## src/rtl/memory_unit_v2.sv

```systemverilog
// Memory/fetch block: PC, stack pointer, instruction register, multi-cycle ROM fetch,
// RAM address generation and a muxed data-bus driver with conflict detection.
module memory_unit_v2 #(
    parameter int unsigned     DATA_W      = 8,
    parameter int unsigned     PC_W        = 16,
    parameter int unsigned     ROM_AW      = 15,
    parameter int unsigned     OPC_W       = 8,
    parameter int unsigned     IMM_W       = 16,
    parameter int unsigned     SP_W        = 8,
    parameter int unsigned     ROM_LAT     = 1,
    parameter logic [PC_W-1:0] RESET_PC    = '0,
    parameter bit              SP_SATURATE = 1'b0
) (
    input  logic                   i_clk,
    input  logic                   i_reset,
    input  logic [DATA_W-1:0]      i_bus,
    output logic [DATA_W-1:0]      o_bus,
    output logic                   o_busDrive,
    output logic                   o_busConflict,
    output logic [OPC_W-1:0]       o_instrCode,
    output logic                   o_instrValid,
    input  logic                   i_ctrlNotPCIncr,
    input  logic                   i_ctrlNotPCLoad,
    input  logic                   i_ctrlPCRel,
    input  logic                   i_ctrlSpDirection,
    input  logic                   i_ctrlNotSpEn,
    input  logic                   i_ctrlFlagClr,
    input  logic                   i_ctrlInstrNWE,
    input  logic                   i_ctrlInstrImmNOE,
    input  logic                   i_ctrlInstrImmHi,
    input  logic                   i_ctrlRamNOE,
    input  logic                   i_ctrlRamNWE,
    output logic [ROM_AW-1:0]      o_romAddress,
    output logic                   o_romRead,
    input  logic [OPC_W+IMM_W-1:0] i_romData,
    output logic [IMM_W:0]         o_ramAddress,
    input  logic [DATA_W-1:0]      i_ramData,
    output logic [DATA_W-1:0]      o_ramData,
    output logic                   o_ramWE,
    output logic                   o_spOverflow,
    output logic                   o_spUnderflow
);

    localparam int unsigned INSTR_W = OPC_W + IMM_W;
    localparam int unsigned CNT_W   = 4;

    typedef enum logic [0:0] {StIdle, StWait} state_e;

    state_e               state_q, state_d;
    logic [CNT_W-1:0]     cnt_q, cnt_d;
    logic [ROM_AW-1:0]    fetch_addr_q, fetch_addr_d;
    logic [INSTR_W-1:0]   instr_q, instr_d;
    logic                 valid_q, valid_d;
    logic [PC_W-1:0]      pc_q, pc_d;
    logic [SP_W-1:0]      sp_q, sp_d;
    logic                 ovf_q, ovf_d;
    logic                 unf_q, unf_d;

    logic [IMM_W-1:0]     imm;
    logic [PC_W-1:0]      imm_abs;
    logic [PC_W-1:0]      imm_rel;
    logic [DATA_W-1:0]    imm_byte;
    logic                 stack_sel;
    logic                 ram_oe;
    logic                 imm_oe;

    assign imm         = instr_q[IMM_W-1:0];
    assign o_instrCode = instr_q[INSTR_W-1:IMM_W];

    // Truncation is already correct modulo 2^PC_W, so only narrower immediates need extending.
    if (IMM_W >= PC_W) begin : g_imm_trunc
        assign imm_abs = imm[PC_W-1:0];
        assign imm_rel = imm[PC_W-1:0];
    end else begin : g_imm_ext
        assign imm_abs = {{(PC_W-IMM_W){1'b0}}, imm};
        assign imm_rel = {{(PC_W-IMM_W){imm[IMM_W-1]}}, imm};
    end

    always_comb begin
        pc_d = pc_q;
        if (!i_ctrlNotPCLoad) begin
            pc_d = i_ctrlPCRel ? pc_q + imm_rel : imm_abs;
        end else if (!i_ctrlNotPCIncr) begin
            pc_d = pc_q + PC_W'(1);
        end
    end

    always_comb begin
        sp_d  = sp_q;
        ovf_d = i_ctrlFlagClr ? 1'b0 : ovf_q;
        unf_d = i_ctrlFlagClr ? 1'b0 : unf_q;
        if (!i_ctrlNotSpEn) begin
            if (i_ctrlSpDirection) begin
                if (&sp_q) begin
                    ovf_d = 1'b1;
                    if (!SP_SATURATE) sp_d = '0;
                end else begin
                    sp_d = sp_q + SP_W'(1);
                end
            end else begin
                if (sp_q == '0) begin
                    unf_d = 1'b1;
                    if (!SP_SATURATE) sp_d = '1;
                end else begin
                    sp_d = sp_q - SP_W'(1);
                end
            end
        end
    end

    always_comb begin
        state_d      = state_q;
        cnt_d        = cnt_q;
        fetch_addr_d = fetch_addr_q;
        instr_d      = instr_q;
        valid_d      = valid_q;
        o_romRead    = 1'b0;
        unique case (state_q)
            StIdle: begin
                if (!i_ctrlInstrNWE) begin
                    fetch_addr_d = pc_q[ROM_AW-1:0];
                    if (ROM_LAT == 0) begin
                        instr_d = i_romData;
                        valid_d = 1'b1;
                    end else begin
                        state_d = StWait;
                        cnt_d   = CNT_W'(ROM_LAT);
                        valid_d = 1'b0;
                    end
                end
            end
            StWait: begin
                o_romRead = 1'b1;
                if (cnt_q == CNT_W'(1)) begin
                    instr_d = i_romData;
                    valid_d = 1'b1;
                    state_d = StIdle;
                end else begin
                    cnt_d = cnt_q - CNT_W'(1);
                end
            end
            default: state_d = StIdle;
        endcase
    end

    // Address is frozen while waiting so PC updates cannot disturb an in-flight read.
    assign o_romAddress = (state_q == StWait) ? fetch_addr_q : pc_q[ROM_AW-1:0];
    assign o_instrValid = valid_q;

    assign stack_sel    = &imm[IMM_W-1:IMM_W-SP_W];
    assign o_ramAddress = stack_sel ? {1'b1, sp_q, imm[IMM_W-SP_W-1:0]} : {1'b0, imm};
    assign o_ramData    = i_bus;
    assign o_ramWE      = ~i_ctrlRamNWE;

    assign ram_oe        = ~i_ctrlRamNOE;
    assign imm_oe        = ~i_ctrlInstrImmNOE;
    assign imm_byte      = i_ctrlInstrImmHi ? imm[2*DATA_W-1:DATA_W] : imm[DATA_W-1:0];
    assign o_busDrive    = ram_oe | imm_oe;
    assign o_busConflict = ram_oe & imm_oe;
    assign o_bus         = ram_oe ? i_ramData : (imm_oe ? imm_byte : '0);

    assign o_spOverflow  = ovf_q;
    assign o_spUnderflow = unf_q;

    always_ff @(posedge i_clk or posedge i_reset) begin
        if (i_reset) begin
            state_q      <= StIdle;
            cnt_q        <= '0;
            fetch_addr_q <= RESET_PC[ROM_AW-1:0];
            instr_q      <= '0;
            valid_q      <= 1'b0;
            pc_q         <= RESET_PC;
            sp_q         <= '0;
            ovf_q        <= 1'b0;
            unf_q        <= 1'b0;
        end else begin
            state_q      <= state_d;
            cnt_q        <= cnt_d;
            fetch_addr_q <= fetch_addr_d;
            instr_q      <= instr_d;
            valid_q      <= valid_d;
            pc_q         <= pc_d;
            sp_q         <= sp_d;
            ovf_q        <= ovf_d;
            unf_q        <= unf_d;
        end
    end

endmodule
```

## config.mk

```make
export PLATFORM = sky130hd
export DESIGN_NAME = memory_unit_v2
export DESIGN_NICKNAME = d
export VERILOG_FILES = /design/src/rtl/memory_unit_v2.sv
export SDC_FILE = /design/constraint.sdc
export NUM_CORES = 1
export LEC_CHECK = 0
export BUFFER_PORTS_ARGS = -buffer_cell sky130_fd_sc_hd__clkbuf_2
export CAP_MARGIN = 20
export CORE_MARGIN = 8
export CORE_UTILIZATION = 24
export DETAILED_ROUTE_END_ITERATION = 16
export PLACE_DENSITY = 0.47
export RECOVER_POWER = 100
export SETUP_SLACK_MARGIN = 0.3
export SLEW_MARGIN = 10
export SYNTH_ARGS = -nofsm -noshare
export SYNTH_HDL_FRONTEND = slang
export SYNTH_SLANG_ARGS = --single-unit
```

## constraint.sdc

```tcl
create_clock -name i_clk -period 5.49 [get_ports i_clk]
set_clock_uncertainty 0.05 [all_clocks]
set_input_delay 0.2745 -clock i_clk [delete_from_list [all_inputs] [get_ports i_clk]]
set_output_delay 0.2745 -clock i_clk [all_outputs]
set_load 0.02 [all_outputs]
```

==> results, run 1 <==
- The number of pins exceeding their max-slew limit in the final report is 28.
- Derived from the worst setup path, the maximum achievable clock frequency is 332.4 MHz.
- The count of cells along the worst hold path is 2.
- The HPWL after detailed placement is roughly 10000 um.
- Grouping stages by cell kind, the critical path spends the most delay in buffers and inverters.
- Summing the sequential cell areas from Yosys gives 37.93% of the chip area.
- For this design, the CTS-stage hold fixing added 0 buffers.
- For this design the static power due to leakage is between 2 and 2.5 nW.
- The clock latency at the later pin of the worst-skew pair is 340 ps.
- For this run, design rule violations remaining after detail routing come to 0.
- The share of the cycle needed by the critical path after routing is 54.80%.
- The detailed-route via count is about 3700.
- The peak fanout along the critical path is 27.
- The synthesized area per cell is around 9.5 um2.
- The number of detailed-routing iterations run before antenna repair is 4.
- The count of mapped cells out of synthesis is 487.
- The signal on the critical path passes through and3_1 > clkbuf_1 > mux2_2.
- At the worst endpoint, the required time is between 5000 and 6000 ps.
- For the worst setup path, the data arrival time is around 3200 ps.
- Of all flip-flops after synthesis, the portion carrying an async set or reset was 100.0%.
- From left edge to right edge, the die measures about 150 um.
- The pin count of the biggest net entering global routing is 71.
- Adding up every negative setup slack in the final design gives 0 ps.
- The number of failing hold endpoints at the final stage is 0.
- The post-route antenna net violation count is 0.
- The number of global-route vias before repair came to ~3900.
- The worst-case IR drop observed on VDD is ~0.2 mV.
- The synthesized design devotes to its leading area cell type between 30% and 40% of total area.
- The buffering stage count on the worst path with inverters included is 1.
- The final reports fail on capacitance limit, slew limit.
- In this run the register-to-register setup slack is between 2000 and 2500 ps.
- The post-CTS setup buffer count is 0.
- The net count after synthesis is 561.
- The flop and latch count out of synthesis is 70.
- In the routed layout, each cell is associated on average with a via count of 4.680.
- The number of cell rows is 50.
- The clock passes through at most 2 buffers.
- Setup violations remaining at the end of the flow were counted as 0.
- The max-capacitance violation count is 1.
- The critical path startpoint category is a flop.
- Gates resized during post-CTS repair numbered 0.
- Of the total synthesized cell area, the portion taken by full adders, half adders and majority gates is under 10%.
- The worst slew margin relative to its limit is -11.08%.
- With fillers left out, the area of the finished cells amounts to about 5400 um2.
- The design draws between 0.003 and 0.004 W.
- Counting distinct cell types in the post-synthesis netlist gives 50.
- The synthesized netlist devotes 13.60% of its cell area to simple gates.
- Setup repair after global routing left no endpoint under its margin.
- The synthesized netlist devotes 13.76% of its cell area to compound gates.
- The largest stage delay on the critical path is approximately 1200 ps.
- The initial detailed-routing violation count is 190.
- Leaving out fill and tap cells, the most frequent cells in the layout are 70 x sky130_fd_sc_hd__dfrtp_1, 51 x sky130_fd_sc_hd__clkbuf_1, 50 x sky130_fd_sc_hd__clkbuf_2, 45 x sky130_fd_sc_hd__mux2_2, 44 x sky130_fd_sc_hd__nand2_1.
- The cell count of the worst reg-to-reg path is 3.
- The overall track demand over capacity in global routing is between 10% and 20%.
- The most common library cell in the layout ignoring fill and taps is sky130_fd_sc_hd__dfrtp_1.
- The yosys synthesis warning count is 0.
- The final layout contains routed wiring with a total length of approximately 13000 um.
- Counting flops with a built-in enable in the synthesized netlist gives 0.
- Dividing the detail-routed wire length by the instance count gives about 17 um.
- The number of antenna violations at the first check in global routing is 0.
- The slowest stage cell on the critical path is sky130_fd_sc_hd__clkbuf_1.
- The initial core utilization is 24.61%.
- The congestion estimate from routability-driven global placement came to 0.8313.
- During I/O placement, the number of pins put on the boundary was around 120.
- The post-place instance area is between 5000 and 6000 um2.
- The combinational family with the most area after synthesis is multiplexers.
- After Yosys synthesis, XOR and XNOR cells account for under 10% of the synthesized area.
- The most used flip-flop cell after synthesis is sky130_fd_sc_hd__dfrtp_1.
- The tree is rooted in a sky130_fd_sc_hd__clkbuf_16.
- From bottom edge to top edge, the die measures between 150 and 200 um.
- The core region is between 15000 and 20000 um2.
- The area of the die is around 24000 um2.
- The total power divided by cell area is roughly 690 nW/um2.
- Clock tree synthesis found a total of 70 sinks.
- Of the cells placed in the final design, the portion with a size suffix greater than 1 is between 20% and 30%.
- The number of H-tree branching levels is 3.
- The worst setup path is of the flop to flop kind.
- The capturing element type of the critical path is a flop.
- The relative area change from synthesis to final layout is 16.85%.
- The largest total area in the synthesized netlist belongs to sky130_fd_sc_hd__dfrtp_1.
- The final layout contains 628 nets.
- Buffers inserted during clock tree synthesis total 9.
- After synthesis, the cell types taking the most area are sky130_fd_sc_hd__dfrtp_1 38%, sky130_fd_sc_hd__mux2_2 12%, sky130_fd_sc_hd__ha_1 5.4%.
- The diode insertion count for antenna repair is 0.
- TritonCTS built the clock tree.
- The total grt overflow is 0.
- The first-pass GRT wire length is about 21000 um.
- The synthesized netlist occupies a cell area of approximately 4600 um2.
- The clock-pin slew of the registers on the worst-case setup and hold paths is roughly 60 ps.
- The transition time of the tightest slew-check pin is approximately 1700 ps.
- Buffers placed on the I/O ports in this run total approximately 100.
- The flow ran to the end, but the final reports show violations.
- The worst min-delay path class is primary input to flop.
- The routed design could run at a clock period as short as about 3000 ps.
- The number of stages on the worst setup path is 3.
- The proportion of synthesized area in mux cells is between 10% and 20%.
-- flip-flops by register name, indices dropped and copies added, names as in the netlist --
register,flops
instr_q,24
fetch_addr_q,15
pc_q,15
sp_q,8
cnt_q,4
o_instrValid,1
o_spOverflow,1
o_spUnderflow,1
state_q,1
-- cells by family (layout without fill, tap and decap cells) --
family	count (synthesis)	after routing
xor gates and xnor gates	27	27
buffers and inverters	74	146
and+or+nand+nor	131	131
muxes	66	66
adders and majority gates	21	21
AOI/OAI and AO/OA	98	98
DFF	70	70
-- final timing paths --
kind | start | endpoint
setup / recovery | state_q$_DFF_PP0_ | instr_q[23]$_DFFE_PP0P_
hold / removal | i_ctrlFlagClr | o_spOverflow$_DFF_PP0_
setup reg to reg | state_q$_DFF_PP0_ | instr_q[23]$_DFFE_PP0P_
hold reg to reg | fetch_addr_q[5]$_DFFE_PP0P_ | fetch_addr_q[5]$_DFFE_PP0P_
max in group asynchronous | i_reset | pc_q[9]$_DFFE_PP0P_
min in group asynchronous | i_reset | instr_q[6]$_DFFE_PP0P_
-- power by group --
part	switching [W]	leakage [nW]	internal (W)
clock	0.000226	0.162	0.000422
combinational	0.00111	1.36	0.000844
sequential	0.000360	0.842	0.000767
total	0.00169	2.36	0.00203
-- final cells by class --
type	instances	area, um2
clock buffer	11	252.7
clock inverter	5	81.33
fill	2024	13370
inverter	28	105.1
multi-input combinational	343	2464
sequential	70	1752
tap	234	292.8
timing repair buffer	102	449.2
-- Yosys cell counts, types with 2 or more instances --
master and instances:
sky130_fd_sc_hd__nor2_1 25, sky130_fd_sc_hd__xnor2_1 16, sky130_fd_sc_hd__buf_4 25, sky130_fd_sc_hd__a221oi_1 2, sky130_fd_sc_hd__a211oi_1 6, sky130_fd_sc_hd__a31oi_1 8, sky130_fd_sc_hd__dfrtp_1 70, sky130_fd_sc_hd__and3_1 5
sky130_fd_sc_hd__nand2b_1 2, sky130_fd_sc_hd__buf_1 5, sky130_fd_sc_hd__o31ai_1 2, sky130_fd_sc_hd__nand4_1 3, sky130_fd_sc_hd__nor3_1 15, sky130_fd_sc_hd__nor2b_1 7, sky130_fd_sc_hd__mux2_2 51, sky130_fd_sc_hd__a21o_1 5
sky130_fd_sc_hd__ha_1 20, sky130_fd_sc_hd__nor3b_1 2, sky130_fd_sc_hd__nand3_1 13, sky130_fd_sc_hd__inv_1 28, sky130_fd_sc_hd__a21oi_1 25, sky130_fd_sc_hd__o21ai_0 21, sky130_fd_sc_hd__clkbuf_1 16, sky130_fd_sc_hd__nand2_1 44
sky130_fd_sc_hd__nor4_1 3, sky130_fd_sc_hd__o211ai_1 3, sky130_fd_sc_hd__xor2_1 11, sky130_fd_sc_hd__o21a_1 6, sky130_fd_sc_hd__o22ai_1 9, sky130_fd_sc_hd__or3_1 4, sky130_fd_sc_hd__nand3b_1 2, sky130_fd_sc_hd__mux2i_1 15
-- layer usage --
layer / share of wire (%) / GRT usage, %
met1: 50 / 14.69
met2: 44 / 17.71
met3: 4.6 / 3.176
met4: 1.3 / 3.173
met5: 0 / 0
-- stage by stage --
| stage | hold WS [ps] | instances | setup WS, ps | utilization (%) |
|---|---|---|---|---|
| 3_5_place_dp | 434.4 | 777 | 2814 | 27.51 |
| 4_1_cts | 64.59 | 793 | 2787 | 29.29 |
| 2_1_floorplan | 316.5 | 487 | 3042 | - |
| 5_1_grt | 76.87 | 793 | 2253 | 28.75 |
| 6_report | 77.92 | 793 | 2482 | 28.75 |
| 3_3_place_gp | 423.5 | 777 | 2849 | 27.51 |
Power figures use the tool's default switching activity.
==> run 2, diff against run 1 <==
Settings changed: ABC_AREA set to 1.
Clock period 5.49 ns to 3.2 ns, I/O delays scaled along.
==> run 2 against run 1 <==
  * The flow now finishes without violations
  * Setup slack lost 1700 ps
  * Largest cell class unchanged
  * Sequential power grew 17%
  * Count of clock-buffer cells in the layout grew 2
  * Flip-flop and latch count is the same
  * Synthesized cell count grew 45%
  * Clock power grew 76%
  * Die area grew 7.0%
  * Sequential share of layout area shrank 2.9 points
  * Critical endpoint is now o_ramAddress[9]
  * Routed wire length grew 22%
  * Register-to-register slack lost 1400 ps
  * Design area grew 9.8%
==> results, run 2 <==
- The run finished with clean final reports.
- The total I/O pin count is about 120.
- The category of cells accounting for the largest share of critical-path delay is simple AND/OR/NAND/NOR gates.
- The die is about 160 um tall.
- After clock tree synthesis, the flow added hold-fix buffers numbering 10.
- By count the netlist is led by 158 x sky130_fd_sc_hd__nand2_1, 91 x sky130_fd_sc_hd__inv_1, 76 x sky130_fd_sc_hd__nor2_1.
- The total power is 0.004077 W.
- The worst setup path is launched from a flop.
- The vias per cell is ~4.4.
- The number of antenna violations at the first check in global routing is 0.
- Along the worst path, the maximum fanout reaches 7.
- The worst hold path passes through 3 cells.
- The half-perimeter wire length of the detailed placement result is between 10000 and 15000 um.
- The total power divided by cell area is 688.2 nW/um2.
- The number of clock sinks is 70.
- The worst slew margin relative to its limit is between 10% and 20%.
- Sequential elements use about a third of the synthesized area.
- TritonCTS built the clock tree.
- The worst setup path is captured at an output pin.
- The most common library cell in the layout ignoring fill and taps is sky130_fd_sc_hd__nand2_1.
- The timing startpoint of the critical path is instr_q[8]$_DFFE_PP0P_.
- The number of cell rows is 52.
- Dividing the synthesized area by the synthesized cell count gives 7.055 um2.
- The number of gates resized after cts is 0.
- The initial detailed-routing violation count is 249.
- The number of inserted filler cells in the final layout is 2301.
- The async set-reset flop share out of synthesis is between 90% and 100%.
- The setup slack on the worst flop-to-flop path is 1090 ps.
- The post-place setup slack is between 1000 and 1500 ps.
- From left edge to right edge, the die measures 160.1 um.
- The diode insertion count for antenna repair is 0.
- STA puts the critical path data arrival time at 2220 ps.
- The worst register-to-register path ends at pc_q[10]$_DFFE_PP0P_.
- The final weighted congestion in routability-driven placement is ~0.86.
- The H-tree generated during clock tree synthesis spans 3 levels.
- Combinational cells account for between 30% and 40% of the total power.
- The number of synthesized flops with an enable pin is 0.
- For this run, the leading register cell type out of synthesis is sky130_fd_sc_hd__dfrtp_1.
- The post-detailed-route DRC marker count is 0.
- Cell internal power was estimated by the tool at approximately 0.0024 W.
- In this run the power spent charging and discharging nets is roughly 0.0017 W.
- The share of the cycle needed by the critical path after routing is about 76%.
- The post-CTS setup buffer count is 0.
- Among all cell types in the netlist, the one instantiated most often is sky130_fd_sc_hd__nand2_1.
- The data required time at the worst endpoint is around 3000 ps.
- The number of global-route vias before repair came to about 4700.
- The finished layout holds roughly 1100 standard cells, fillers aside.
- The leakage power of the design is ~2.9 nW.
- VDD sags by at most 0.3197 mV.
- The number of setup violations in the final report is 0.
- The fraction of power consumed by sequential logic is about a third.
- For this run, the top clock speed supported by timing is 411.5 MHz.
- The least setup slack across all paths after layout is ~770 ps.
- The slowest stage cell on the critical path is sky130_fd_sc_hd__nor4_1.
- In the final layout, the registers with the most flip-flops are instr_q (24), fetch_addr_q (15), pc_q (15).
- The routed layout has between 4000 and 5000 vias.
- The tool flagged a number of max-cap violations equal to 0.
- In the final timing run, aggregate negative setup slack is 0 ps.
- In the global route stage, overall resource usage came out at approximately an eighth.
- The buffering stage count on the worst path with inverters included is 2.
- The sequential cells in the finished layout cover a total of roughly 1800 um2.
- The number of detailed-routing iterations run before antenna repair is 4.
- The total number of nets in the final design is 862.
- The multi-input combinational cells in the finished layout cover a total of approximately 2600 um2.
- The net count after synthesis is slightly below 800.
- The number of failing hold endpoints at the final stage is 0.
- The post-layout utilization of the core is between 20% and 30%.
- The number of distinct standard cells referenced by the synthesized netlist is 39.
- Of the total power, the clock network draws between 20% and 30%.
- The proportion of layout cells with a drive suffix above 1 is between 10% and 20%.
- The cell count after synthesis came out at approximately 710.
- The first global-routing pass estimated about 26000 um of wire.
- The register with the most flip-flops in the final layout is instr_q.
- Of the total power, the share spent switching nets is approximately two fifths.
- The largest stage delay on the critical path is between 400 and 500 ps.
- The total overflow left after global routing is 0.
- The initial utilization of the core area, before any placement, comes to between 20 and 25%.
- Yosys attributes the largest share of cell area to sky130_fd_sc_hd__dfrtp_1 35%, sky130_fd_sc_hd__nand2_1 12%, sky130_fd_sc_hd__inv_1 6.9%.
- After synthesis the netlist holds a flip-flop and latch count of 70.
- The shortest clock period the worst path allows after layout is around 2400 ps.
- The maximum count of clock buffers along a single path is 2.
- The pin count of the biggest net entering global routing is 46.
- In the layout the commonest cells are 158 x sky130_fd_sc_hd__nand2_1, 91 x sky130_fd_sc_hd__inv_1, 79 x sky130_fd_sc_hd__nor2_1, 70 x sky130_fd_sc_hd__dfrtp_1, 64 x sky130_fd_sc_hd__o21ai_0.
- The total standard cell area after synthesis is about 5000 um2.
- For the pin with the worst max-slew slack, the measured transition is between 1000 and 1500 ps.
- The relative area change from synthesis to final layout is 18.94%.
- The critical path goes through inv_1 > nor4_1 > nand2_1 > o21ai_0 > clkbuf_1.
- Setup repair after global routing left no endpoint under its margin.
- The library cell occupying the most area in the post-synthesis netlist is sky130_fd_sc_hd__dfrtp_1.
- The later pin in the worst-skew pair is clocked with a latency of between 300 and 400 ps.
- The cell count of the worst reg-to-reg path is 12.
- The root buffer cell is sky130_fd_sc_hd__clkbuf_16.
- Of the post-synthesis cell area, the dominant cell type holds roughly a third.
- The register with the most flip-flops in the layout has 24 of them.
- The post-route antenna net violation count is 0.
- The reg-to-reg startpoint is instr_q[0]$_DFFE_PP0P_.
- The area of the die is roughly 26000 um2.
- The number of placed cells counting well taps is between 1000 and 1500.
- The origin of the worst min-delay path is i_romData[11].
- The yosys synthesis warning count is 0.
- Buffers placed on the I/O ports in this run total between 90 and 100.
- The worst min-delay path class is primary input to flop.
- The number of pins exceeding their max-slew limit in the final report is 0.
- The type of the worst setup path is flop to output pin.
- The standard cell core area is 20300 um2.
- The aggregate routed wire length is ~16000 um.
- The clock-pin slew of the registers on the worst-case setup and hold paths is approximately 60 ps.
- The number of clock buffers added by TritonCTS is 9.
- After detailed routing, the average wire length per cell comes to around 15 um.
- For hold timing, the worst endpoint is instr_q[11]$_DFFE_PP0P_.
-- run 2: cell types whose count changed after synthesis, moves of 8 or more --
cell                      previous run  this run
sky130_fd_sc_hd__a21oi_1            25        61
sky130_fd_sc_hd__inv_1              28        91
sky130_fd_sc_hd__mux2_2             51        10
sky130_fd_sc_hd__mux2i_1            15         0
sky130_fd_sc_hd__nand2_1            44       158
sky130_fd_sc_hd__nand3_1            13        34
sky130_fd_sc_hd__nor2_1             25        76
sky130_fd_sc_hd__nor3_1             15         7
sky130_fd_sc_hd__o21ai_0            21        64
sky130_fd_sc_hd__o22ai_1             9         1
sky130_fd_sc_hd__xnor2_1            16         4
-- run 2: final cells by class --
| type | count | share of cell area [%] |
|---|---|---|
| multi-input combinational | 496 | 43.46 |
| sequential | 70 | 29.57 |
| timing repair buffer | 114 | 9.461 |
| inverter | 97 | 6.146 |
| tap | 270 | 5.702 |
| clock buffer | 13 | 4.562 |
| clock inverter | 3 | 1.098 |
-- run 2: stage by stage --
step           hold WS, ps  instance area [um2]
6_report             19.70                 5924
5_1_grt              25.01                 5924
4_1_cts             0.9777                 6020
3_5_place_dp         211.2                 5584
3_3_place_gp         214.1                 5584
2_1_floorplan        260.6                 4981
-- run 2: routing by layer --
layer,part of all wire (%),global-route usage (%),vias to the layer above
met5,0,0,-
met4,0.74,2.549,0
met3,5.4,4.010,10
met2,46,20.26,108
met1,48,16.26,2164
li1,-,-,2425
-- run 2: worst register-to-register path, delay by kind of cell, from the launching register on --
kind / cells / cell delay, ps
fa+ha+maj: 2 / 690
compound gates: 1 / 160
flops: 1 / 450
simple gates: 9 / 640
-- run 2: worst max path at each step --
stage,to,slack [ps],cells after the start
after detailed placement,instr_q[19]$_DFFE_PP0P_,1060,3
after global placement,instr_q[3]$_DFFE_PP0P_,1100,3
final,o_ramAddress[9],770,5
after global routing,pc_q[6]$_DFFE_PP0P_,340,4
after CTS,o_ramAddress[9],780,5
after floorplan,cnt_q[0]$_DFFE_PP0P_,1220,1
-- run 2: kinds of logic (layout without fill, tap and decap cells) --
group           count (synthesis)  in the layout  share of synthesized area (%)
flops                          70             70                          35.17
compound gates                148            148                          15.83
simple gates                  302            302                          25.80
fa+ha+maj                      21             21                          5.426
xor+xnor                       15             15                          2.637
buf+inv                       140            227                          12.89
mux                            10             10                          2.261
-- run 2: power by group through the flow --
stage	combinational (W)	clock (W)	sequential [W]
6_report	0.00162	0.00114	0.00132
5_1_grt	0.00187	0.00121	0.00136
4_1_cts	0.00168	0.00117	0.00132
3_5_place_dp	0.00166	0	0.00134
3_3_place_gp	0.00166	0	0.00134
2_1_floorplan	0.00128	0	0.00125
==> run 3, diff against run 2 <==
Clock period 3.2 ns to 2.28 ns, I/O delays scaled along.
==> run 3 against run 2 <==
  * Critical path type unchanged
  * Die area unchanged
  * Clock power grew 12%
  * Count of clock-buffer cells in the layout down 3
  * Global-route usage rose by 0.61 points
  * Utilization increased by 2.2 points
  * Via count up 4.0%
  * Setup slack got worse by 500 ps
==> results, run 3 (same netlist as run 2, synthesis figures left out) <==
- The run finished with clean final reports.
- Net switching is a little over two fifths of the power.
- Along the worst path, the maximum fanout reaches 7.
- For this run, the slowest stage of the critical path takes about 400 ps.
- The post-route antenna net violation count is 0.
- The first global-routing pass estimated around 27000 um of wire.
- Static timing analysis puts the maximum clock frequency at about 500 MHz.
- The detailed-route via count is between 4000 and 5000.
- The floorplan has 52 rows.
- After detailed placement, the total cell area comes to approximately 5700 um2.
- Across the VDD grid, the largest voltage drop is slightly below 0.4 mV.
- The initial detailed-routing violation count is roughly 230.
- The register with the most flip-flops is instr_q.
- Global routing consumed, over all layers together, between 10% and 20% of the routing resources.
- The HPWL after detailed placement is between 10000 and 15000 um.
- The number of pins exceeding their max-slew limit in the final report is 0.
- The worst pin sits at a relative slew slack of 31.04%.
- The slowest stage of the critical path is the sky130_fd_sc_hd__dfrtp_1 cell.
- Data arrives at the worst endpoint at about 1800 ps.
- The fraction of power consumed by sequential logic is between 30% and 40%.
- The switching power total is approximately 0.0025 W.
- For the worst-skew pair, the clock arrives at the later sink with an insertion delay of approximately 340 ps.
- The number of antenna violations at the first check in global routing is 0.
- The proportion of layout cells with a drive suffix above 1 is 16.81%.
- For this configuration, the core starts out at a cell density of between 20% and 30%.
- 0 antenna diodes ended up in the layout.
- Setup repair after global routing could not meet its margin everywhere.
- In this run the static leakage power is between 3 and 4 nW.
- The floorplan step defined a core boundary enclosing roughly 20000 um2.
- The number of detailed-routing iterations run before antenna repair is 4.
- The final worst hold slack is roughly 25 ps.
- The shortest clock period the worst path allows after layout is roughly 2000 ps.
- At the worst endpoint, the required time is roughly 2100 ps.
- The largest registers in the layout are instr_q (24), fetch_addr_q (15), pc_q (15).
- TritonCTS built the clock tree.
- With fillers left out, the area of the finished cells amounts to 6362 um2.
- The die covers 25620 um2.
- Setup violations remaining at the end of the flow were counted as 0.
- In the routed layout, each cell is associated on average with a via count of between 4 and 5.
- The worst setup path is of the flop to output pin kind.
- ~120 I/O pins were placed.
- The pin count of the biggest net entering global routing is 71.
- The internal portion of the total power is roughly 0.0032 W.
- In the layout the commonest cells are 155 x sky130_fd_sc_hd__nand2_1, 90 x sky130_fd_sc_hd__inv_1, 75 x sky130_fd_sc_hd__nor2_1, 68 x sky130_fd_sc_hd__dfrtp_1, 63 x sky130_fd_sc_hd__o21ai_0.
- STA classifies the critical path endpoint as an output pin.
- The combinational power share is ~46%.
- The most common library cell in the layout ignoring fill and taps is sky130_fd_sc_hd__nand2_1.
- The final layout contains 902 nets.
- The final weighted congestion in routability-driven placement is around 0.86.
- Traced cell by cell, the critical path runs through nand4_1 > nor4_4 > nand2_1 > o21ai_2 > clkbuf_1.
- Max-cap violations in this run came to 0.
- Buffers inserted during clock tree synthesis total 9.
- The number of clock sinks is 70.
- The final sum of negative setup slack is 0 ps.
- The post-detailed-route DRC marker count is 0.
- The total power divided by cell area is 897.1 nW/um2.
- The number of global-route vias before repair is 5050.
- The clock-pin slew of the registers on the worst-case setup and hold paths is around 60 ps.
- The die span in x is between 150 and 200 um.
- Dividing the detail-routed wire length by the instance count gives between 15 and 20 um.
- Measured along the y axis, the die boundary spans roughly 160 um.
- In this run the tool buffered the top-level ports with just under 100 buffer cells.
- The number of flip-flops under the largest register name is 24.
- The root buffer cell is sky130_fd_sc_hd__clkbuf_16.
- The transition time of the tightest slew-check pin is between 1000 and 1500 ps.
- The final critical path takes up between 80% and 90% of the cycle.
- The clock network power share is 22.4%.
- The relative area change from synthesis to final layout is 27.73%.
- STA classifies the critical path startpoint as a flop.
- The longest clock path from root to sink contains 2 buffers.
- The worst min-delay path class is primary input to flop.
- The total grt overflow is 0.
- The number of failing hold endpoints at the final stage is 0.
- The number of H-tree branching levels is 3.
- The aggregate routed wire length is approximately 17000 um.
run 3: changes by cell type in the layout (fill, tap and decap cells not counted), moves of 4 or more:
| cell | before | now |
|---|---|---|
| sky130_fd_sc_hd__nor2_1 | 79 | 75 |
| sky130_fd_sc_hd__nor2_2 | 1 | 5 |
| sky130_fd_sc_hd__clkbuf_1 | 57 | 53 |
| sky130_fd_sc_hd__a21oi_1 | 61 | 57 |
| sky130_fd_sc_hd__buf_4 | 2 | 24 |
| sky130_fd_sc_hd__ha_4 | 0 | 7 |
| sky130_fd_sc_hd__clkbuf_2 | 45 | 50 |
| sky130_fd_sc_hd__dlygate4sd3_1 | 11 | 25 |
| sky130_fd_sc_hd__a21oi_2 | 0 | 4 |
| sky130_fd_sc_hd__ha_1 | 20 | 13 |
run 3: worst paths after layout:
check,cells after the start,from,slack [ps],end
min reg2reg,2,fetch_addr_q[4]$_DFFE_PP0P_,430,fetch_addr_q[4]$_DFFE_PP0P_
min,3,i_romData[7],30,instr_q[7]$_DFFE_PP0P_
max reg2reg,12,pc_q[0]$_DFFE_PP0P_,290,pc_q[10]$_DFFE_PP0P_
max in group asynchronous,4,i_reset,850,instr_q[13]$_DFFE_PP0P_
max,5,instr_q[12]$_DFFE_PP0P_,270,o_ramAddress[9]
min in group asynchronous,4,i_reset,590,instr_q[23]$_DFFE_PP0P_
run 3: area by class of cell:
class,instances,area [um2]
Sequential cell,70,1754
Clock inverter,6,38.79
Multi-Input combinational cell,496,2724
Clock buffer,10,229.0
Tap cell,270,337.8
Fill cell,2289,13940
Inverter,97,364.1
Timing Repair Buffer,154,914.6
run 3: timing repair:
item                                    CTS  global route
pin swaps                                 1             8
hold buffers                             25             0
endpoints found under the setup margin   12            11
resized for setup                         5            36
endpoints found under the hold margin    95             0
setup buffers                             5             8
run 3: power groups by stage:
stage / clock network, W / registers [W] / logic (W)
finish: 0.00128 / 0.00183 / 0.00260
global route: 0.00140 / 0.00187 / 0.00297
global placement: 0 / 0.00184 / 0.00242
floorplan: 0 / 0.00175 / 0.00180
CTS: 0.00135 / 0.00182 / 0.00249
detailed placement: 0 / 0.00184 / 0.00242
run 3: worst max-delay path, delay by kind of cell, from the launching register on:
| family | cells | cell delay (ps) |
|---|---|---|
| AO/OA/AOI/OAI | 1 | 190 |
| buffers and inverters | 1 | 250 |
| flip-flops | 1 | 400 |
| AND/OR/NAND/NOR | 3 | 660 |
run 3: layer usage:
| metal | up-vias | wire [um] | global-route usage, % |
|---|---|---|---|
| li1 | 2512 | - | - |
| met1 | 2252 | 8149 | 17.39 |
| met2 | 113 | 7545 | 20.99 |
| met3 | 20 | 793 | 3.548 |
| met4 | 0 | 309 | 3.314 |
| met5 | - | 0 | 0 |
run 3: through the flow:
step / setup slack (ps) / util, % / total power, W / cells
2_1_floorplan: 347.8 / - / 0.003548 / 706
3_3_place_gp: 310.3 / 28.05 / 0.004262 / 1049
3_5_place_dp: 278.4 / 28.05 / 0.004260 / 1049
4_1_cts: 345.5 / 30.89 / 0.005661 / 1095
5_1_grt: 137.4 / 31.34 / 0.006239 / 1103
6_report: 271.9 / 31.34 / 0.005707 / 1103
